**src/rtl/display_timing_controller_pkg.sv**
```systemverilog
// Shared timing defaults, counter width and FSM state encoding for the
// display timing controller and its line counter.
package display_timing_controller_pkg;

  localparam int unsigned CNT_W = 10;

  localparam int unsigned DEF_H_ACTIVE = 640;
  localparam int unsigned DEF_H_FP     = 16;
  localparam int unsigned DEF_H_SYNC   = 96;
  localparam int unsigned DEF_H_TOTAL  = 800;
  localparam int unsigned DEF_V_ACTIVE = 480;
  localparam int unsigned DEF_V_FP     = 10;
  localparam int unsigned DEF_V_SYNC   = 2;
  localparam int unsigned DEF_V_TOTAL  = 525;

  typedef enum logic [0:0] {
    ST_IDLE = 1'b0,
    ST_RUN  = 1'b1
  } dtc_state_e;

endpackage

```
**src/rtl/display_timing_controller_linecounter.sv**
```systemverilog
// Line counter with the same synchronous clear / increment controls as the
// external pixel counter; clear has priority over increment.
module linecounter
  import display_timing_controller_pkg::*;
(
  input  logic             clock,
  input  logic             reset_n,
  input  logic             clear,
  input  logic             inc,
  output logic [CNT_W-1:0] count
);

  // Line index register
  always_ff @(posedge clock or negedge reset_n) begin
    if (!reset_n) begin
      count <= 10'd0;
    end else if (clear) begin
      count <= 10'd0;
    end else if (inc) begin
      count <= count + 10'd1;
    end else begin
      count <= count;
    end
  end

endmodule

```
**src/rtl/display_timing_controller.sv**
```systemverilog
// Display timing controller: drives an external pixel counter, owns the line
// counter, and derives de/hsync/vsync, pixel handshake and underrun flag.
module display_timing_controller
  import display_timing_controller_pkg::*;
#(
  parameter int unsigned H_ACTIVE = DEF_H_ACTIVE,
  parameter int unsigned H_FP     = DEF_H_FP,
  parameter int unsigned H_SYNC   = DEF_H_SYNC,
  parameter int unsigned H_TOTAL  = DEF_H_TOTAL,
  parameter int unsigned V_ACTIVE = DEF_V_ACTIVE,
  parameter int unsigned V_FP     = DEF_V_FP,
  parameter int unsigned V_SYNC   = DEF_V_SYNC,
  parameter int unsigned V_TOTAL  = DEF_V_TOTAL
) (
  input  logic             clock,
  input  logic             reset_n,
  input  logic             enable,
  input  logic [CNT_W-1:0] px_count,
  input  logic             pix_valid,
  output logic             pix_ready,
  output logic             ResetPx,
  output logic             IncPx,
  output logic [CNT_W-1:0] line,
  output logic             de,
  output logic             hsync,
  output logic             vsync,
  output logic             underrun,
  output logic             frame_done
);

  localparam logic [CNT_W-1:0] H_ACT_C  = CNT_W'(H_ACTIVE);
  localparam logic [CNT_W-1:0] H_END_C  = CNT_W'(H_TOTAL - 1);
  localparam logic [CNT_W-1:0] HS_BEG_C = CNT_W'(H_ACTIVE + H_FP);
  localparam logic [CNT_W-1:0] HS_END_C = CNT_W'(H_ACTIVE + H_FP + H_SYNC);
  localparam logic [CNT_W-1:0] V_ACT_C  = CNT_W'(V_ACTIVE);
  localparam logic [CNT_W-1:0] V_END_C  = CNT_W'(V_TOTAL - 1);
  localparam logic [CNT_W-1:0] VS_BEG_C = CNT_W'(V_ACTIVE + V_FP);
  localparam logic [CNT_W-1:0] VS_END_C = CNT_W'(V_ACTIVE + V_FP + V_SYNC);

  dtc_state_e state_r, state_next_s;
  logic       eol_s, frame_end_s, line_clear_s, line_inc_s;

  // Out-of-range counts are treated as end of line so the counter recovers
  assign eol_s       = (px_count >= H_END_C);
  assign frame_end_s = eol_s && (line == V_END_C);

  // FSM state register
  always_ff @(posedge clock or negedge reset_n) begin
    if (!reset_n) begin
      state_r <= ST_IDLE;
    end else begin
      state_r <= state_next_s;
    end
  end

  // Next state: leave RUN only at a frame boundary so frames are never cut
  always_comb begin
    state_next_s = state_r;
    case (state_r)
      ST_IDLE: begin
        if (enable) state_next_s = ST_RUN;
        else        state_next_s = ST_IDLE;
      end
      ST_RUN: begin
        if (frame_end_s && !enable) state_next_s = ST_IDLE;
        else                        state_next_s = ST_RUN;
      end
      default: state_next_s = ST_IDLE;
    endcase
  end

  // Counter controls and video timing outputs
  always_comb begin
    ResetPx      = 1'b1;
    IncPx        = 1'b0;
    de           = 1'b0;
    hsync        = 1'b1;
    vsync        = 1'b1;
    frame_done   = 1'b0;
    line_clear_s = 1'b1;
    line_inc_s   = 1'b0;
    case (state_r)
      ST_IDLE: begin
        ResetPx      = 1'b1;
        line_clear_s = 1'b1;
      end
      ST_RUN: begin
        ResetPx      = eol_s;
        IncPx        = !eol_s;
        line_inc_s   = eol_s;
        line_clear_s = frame_end_s;
        frame_done   = frame_end_s;
        de           = (px_count < H_ACT_C) && (line < V_ACT_C);
        hsync        = !((px_count >= HS_BEG_C) && (px_count < HS_END_C));
        vsync        = !((line >= VS_BEG_C) && (line < VS_END_C));
      end
      default: begin
        ResetPx      = 1'b1;
        line_clear_s = 1'b1;
      end
    endcase
  end

  assign pix_ready = de;

  // Sticky underrun: an active slot passed without a pixel
  always_ff @(posedge clock or negedge reset_n) begin
    if (!reset_n) begin
      underrun <= 1'b0;
    end else if (de && !pix_valid) begin
      underrun <= 1'b1;
    end else begin
      underrun <= underrun;
    end
  end

  linecounter u_linecounter (
    .clock   (clock),
    .reset_n (reset_n),
    .clear   (line_clear_s),
    .inc     (line_inc_s),
    .count   (line)
  );

endmodule

```
**config.mk**
```make
export PLATFORM = sky130hd
export DESIGN_NAME = display_timing_controller
export DESIGN_NICKNAME = d
export VERILOG_FILES = /design/src/rtl/display_timing_controller_pkg.sv /design/src/rtl/display_timing_controller_linecounter.sv /design/src/rtl/display_timing_controller.sv
export SDC_FILE = /design/constraint.sdc
export NUM_CORES = 1
export LEC_CHECK = 0
export ABC_AREA = 1
export CAP_MARGIN = 15
export CELL_PAD_IN_SITES_DETAIL_PLACEMENT = 1
export CELL_PAD_IN_SITES_GLOBAL_PLACEMENT = 1
export CORE_UTILIZATION = 31
export CTS_BUF_LIST = sky130_fd_sc_hd__clkbuf_16
export CTS_CLUSTER_SIZE = 25
export DETAILED_ROUTE_END_ITERATION = 10
export PLACE_DENSITY = 0.86
export REMOVE_ABC_BUFFERS = 1
export SLEW_MARGIN = 0
export SYNTH_ARGS = -nofsm -noshare
export SYNTH_HDL_FRONTEND = slang
export SYNTH_SLANG_ARGS = --single-unit
```
**constraint.sdc**
```tcl
create_clock -name clock -period 3.6 [get_ports clock]
set_input_delay 0.54 -clock clock [delete_from_list [all_inputs] [get_ports clock]]
set_output_delay 0.54 -clock clock [all_outputs]
set_load 0.01 [all_outputs]
```
==> flow_summary.json <==
{
  "net_switching_component_of_the_power_mw": 0.183,
  "htreeDepth": 1,
  "detailedPlacementHpwl_um": 1990,
  "post_synth_fa_ha_maj_area_fraction": 0.0304,
  "drt_iter0_markers": 13,
  "timing.final.setup_violations": 0,
  "critical_path.startpoint_type": "input port",
  "critical_path_data_required_time_ns": 3.06,
  "first_global_vias": 884,
  "power_switching_share": 0.317,
  "setup.worst_path.class": "input port to output pin",
  "avgRoutedWirePerCell_um": 13.6,
  "global_placer_s_final_weighted_congestion": 0.794,
  "crit_fanout": 14,
  "power_dens_cells_nw_per_um2": 465,
  "layout.cells.non_filler": 179,
  "placedCellCount": 175,
  "grt_setup_unrepaired": "no",
  "ioPinCount": 32,
  "clockRootBuffer": "clkbuf_16",
  "synth_area_um2": 823,
  "die_width_um": 53.5,
  "nNetsFinal": 166,
  "complex_gate_fraction_of_the_synthesized_area": 0.0517,
  "clk-insertion-delay-late_ns": 0.24,
  "timing.hold.ws_ns": 0.474,
  "die_height_um": 53.5,
  "pwr-share-clk": 0.358,
  "timing.final.crit_period_ns": 2.78,
  "design_area_um2": 1240,
  "worst-slew-pin-transition_ns": 0.555,
  "dieArea_um2": 2870,
  "seq_power_share": 0.345,
  "post-route-period-util": 0.773,
  "synth_top_flop_cell": "dfrtp_1",
  "crit_path_end_kind": "output pin",
  "worst_endpoint_data_arrival_time_ns": 2.24,
  "grt_max_degree": 15,
  "post_synth_inst_count": 116,
  "internal-power_mw": 0.393,
  "share_of_layout_cells_above_drive_strength_1": 0.0671,
  "synth_async_sr_flop_share": 1.00,
  "final_core_utilization": 0.495,
  "area_growth_syn_to_layout_pct": 50.3,
  "antenna_found_initial": 0,
  "global_route.overflow_total": 0,
  "drt_first_pass_iters": 3,
  "synthDistinctLibCells": 23,
  "number_of_synthesized_register_bits": 12,
  "tritoncts_clock_tree": "done",
  "detailed_place.area_um2": 1160,
  "layout.filler_cells": 321,
  "antenna-diode-count": 0,
  "detail_route.vias_per_cell": 4.87,
  "synth_top_family_by_area": "simple AND/OR/NAND/NOR gates",
  "area_fraction_in_and_or_nand_and_nor_cells_after_synthesis": 0.426,
  "xor_xnor_fraction_of_synth_area": 0.0213,
  "cts_repair_resize_count": 0,
  "cts_buffers": 3,
  "coreArea_um2": 2500,
  "power.total_mw": 0.576,
  "wl_um": 2430,
  "grt_pass1_wl_um": 4120,
  "yosys-mux-area-fraction": 0,
  "warnings_synthesis": 0,
  "max_clock_freq_mhz": 359,
  "max_buffers_root_to_sink": 2,
  "worst_slew_margin_rel": 0.629,
  "timing.final.ws_setup_ns": 0.817,
  "cts_sinks": 12,
  "total_leakage_power_nw": 0.608,
  "place_worst_setup_slack_ns": 0.793,
  "run_status": "complete, no violations",
  "r2r_slack_ns": 1.98,
  "timing.setup.tns_ns": 0,
  "final.setup_skew_ns": 0.00258,
  "min-delay-path-class": "flop to flop",
  "number_of_enable_type_register_cells_in_the_synthesized_netlist": 0,
  "drc_errors": 0,
  "globalRouteTotalUtil": 0.205,
  "pwr-share-comb": 0.298,
  "post_synth.cell_area_avg_um2": 7.10,
  "postCtsSetupBuffers": 0,
  "finalMaxSlewViolations": 0,
  "max_cap_violations": 0,
  "clk_transition_reported_paths_ns": 0.04,
  "rows": 18,
  "initial_core_util": 0.329,
  "number_of_failing_hold_endpoints_at_the_final_stage": 0,
  "portBuffers": 31,
  "vdd_drop_max_mv": 0.356,
  "cts-hold-fix-buffers": 0,
  "ys_seq_area_frac": 0.365,
  "postRouteAntennaNets": 0,
  "detailroute.via_count": 872
}
-- power groups by stage --
stage / logic [mW] / clock network, mW / registers [mW]
after floorplan: 0.0715 / 0 / 0.200
after global placement: 0.163 / 0 / 0.197
after detailed placement: 0.172 / 0 / 0.201
after CTS: 0.174 / 0.212 / 0.199
after global routing: 0.194 / 0.218 / 0.204
final: 0.171 / 0.206 / 0.198
-- layout make-up --
| type | instances | area, µm² | share of cell area |
|---|---|---|---|
| Multi-Input combinational cell | 82 | 435 | 0.352 |
| Sequential cell | 12 | 300 | 0.243 |
| Clock inverter | 1 | 3.75 | 0.00303 |
| Tap cell | 30 | 37.5 | 0.0303 |
| Timing Repair Buffer | 31 | 310 | 0.251 |
| Inverter | 20 | 75.1 | 0.0607 |
| Clock buffer | 3 | 75.1 | 0.0607 |
-- cell families after synthesis --
family | after synthesis
DFF | 12
buffers and inverters | 22
xor gates and xnor gates | 2
and+or+nand+nor | 70
adders and majority gates | 2
AOI/OAI and AO/OA | 8
-- registers in the layout (all words and copies together), names as in the netlist --
| register | flops |
|---|---|
| state_r | 1 |
| u_linecounter.count | 10 |
| underrun | 1 |
-- per-layer routing --
layer,track usage,vias up,wire [µm]
li1,-,437,-
met4,0.0395,0,19
met5,0,-,0
met1,0.253,416,1060
met2,0.346,16,1260
met3,0.0706,3,96
-- path summary, 6_finish.rpt --
kind,endpoint,from,depth (start not counted)
min in group asynchronous,u_linecounter.count[4],reset_n,1
worst max-delay path,IncPx,px_count[6],7
worst max register to register,state_r,u_linecounter.count[0],8
max in group asynchronous,u_linecounter.count[1],reset_n,1
worst min register to register,underrun,underrun,2
worst min-delay path,underrun,underrun,2
-- Yosys cell counts, types with 2 or more instances --
cell type  instances  area share
o21ai_0            2       0.012
dfrtp_1           12        0.36
inv_1             19       0.087
nor2_1            13       0.059
nand3_1            9       0.055
nor4_1             2       0.015
nor3_1             3       0.018
a21oi_1            5       0.030
nand2_1           29        0.13
nand2_2            2       0.015
ha_1               2       0.030
nand4_1            7       0.053
-- critical path, cell delays in order --
cell	delay (ns)
clkdlybuf4s50_1	0.44
nor3_1	0.19
nand2_1	0.08
nand2_2	0.09
nand2_2	0.17
inv_1	0.17
clkdlybuf4s50_1	0.55
-- placed cells by master, fill, tap and decap left out --
master           instances
nand3_1                  9
xor2_1                   1
clkinv_1                 1
inv_1                   19
nor2_1                  13
nor4_4                   1
nand2_2                  2
nor4_1                   2
nor2_2                   1
xnor2_1                  1
or2_4                    1
or2_1                    1
inv_2                    1
clkdlybuf4s50_1         31
ha_1                     2
nand4_4                  1
nor3_1                   3
clkbuf_16                3
a21oi_1                  5
nand2_1                 29
o211ai_1                 1
dfrtp_1                 12
o21ai_0                  2
nand4_1                  7
(Power assumes the default switching activity.)
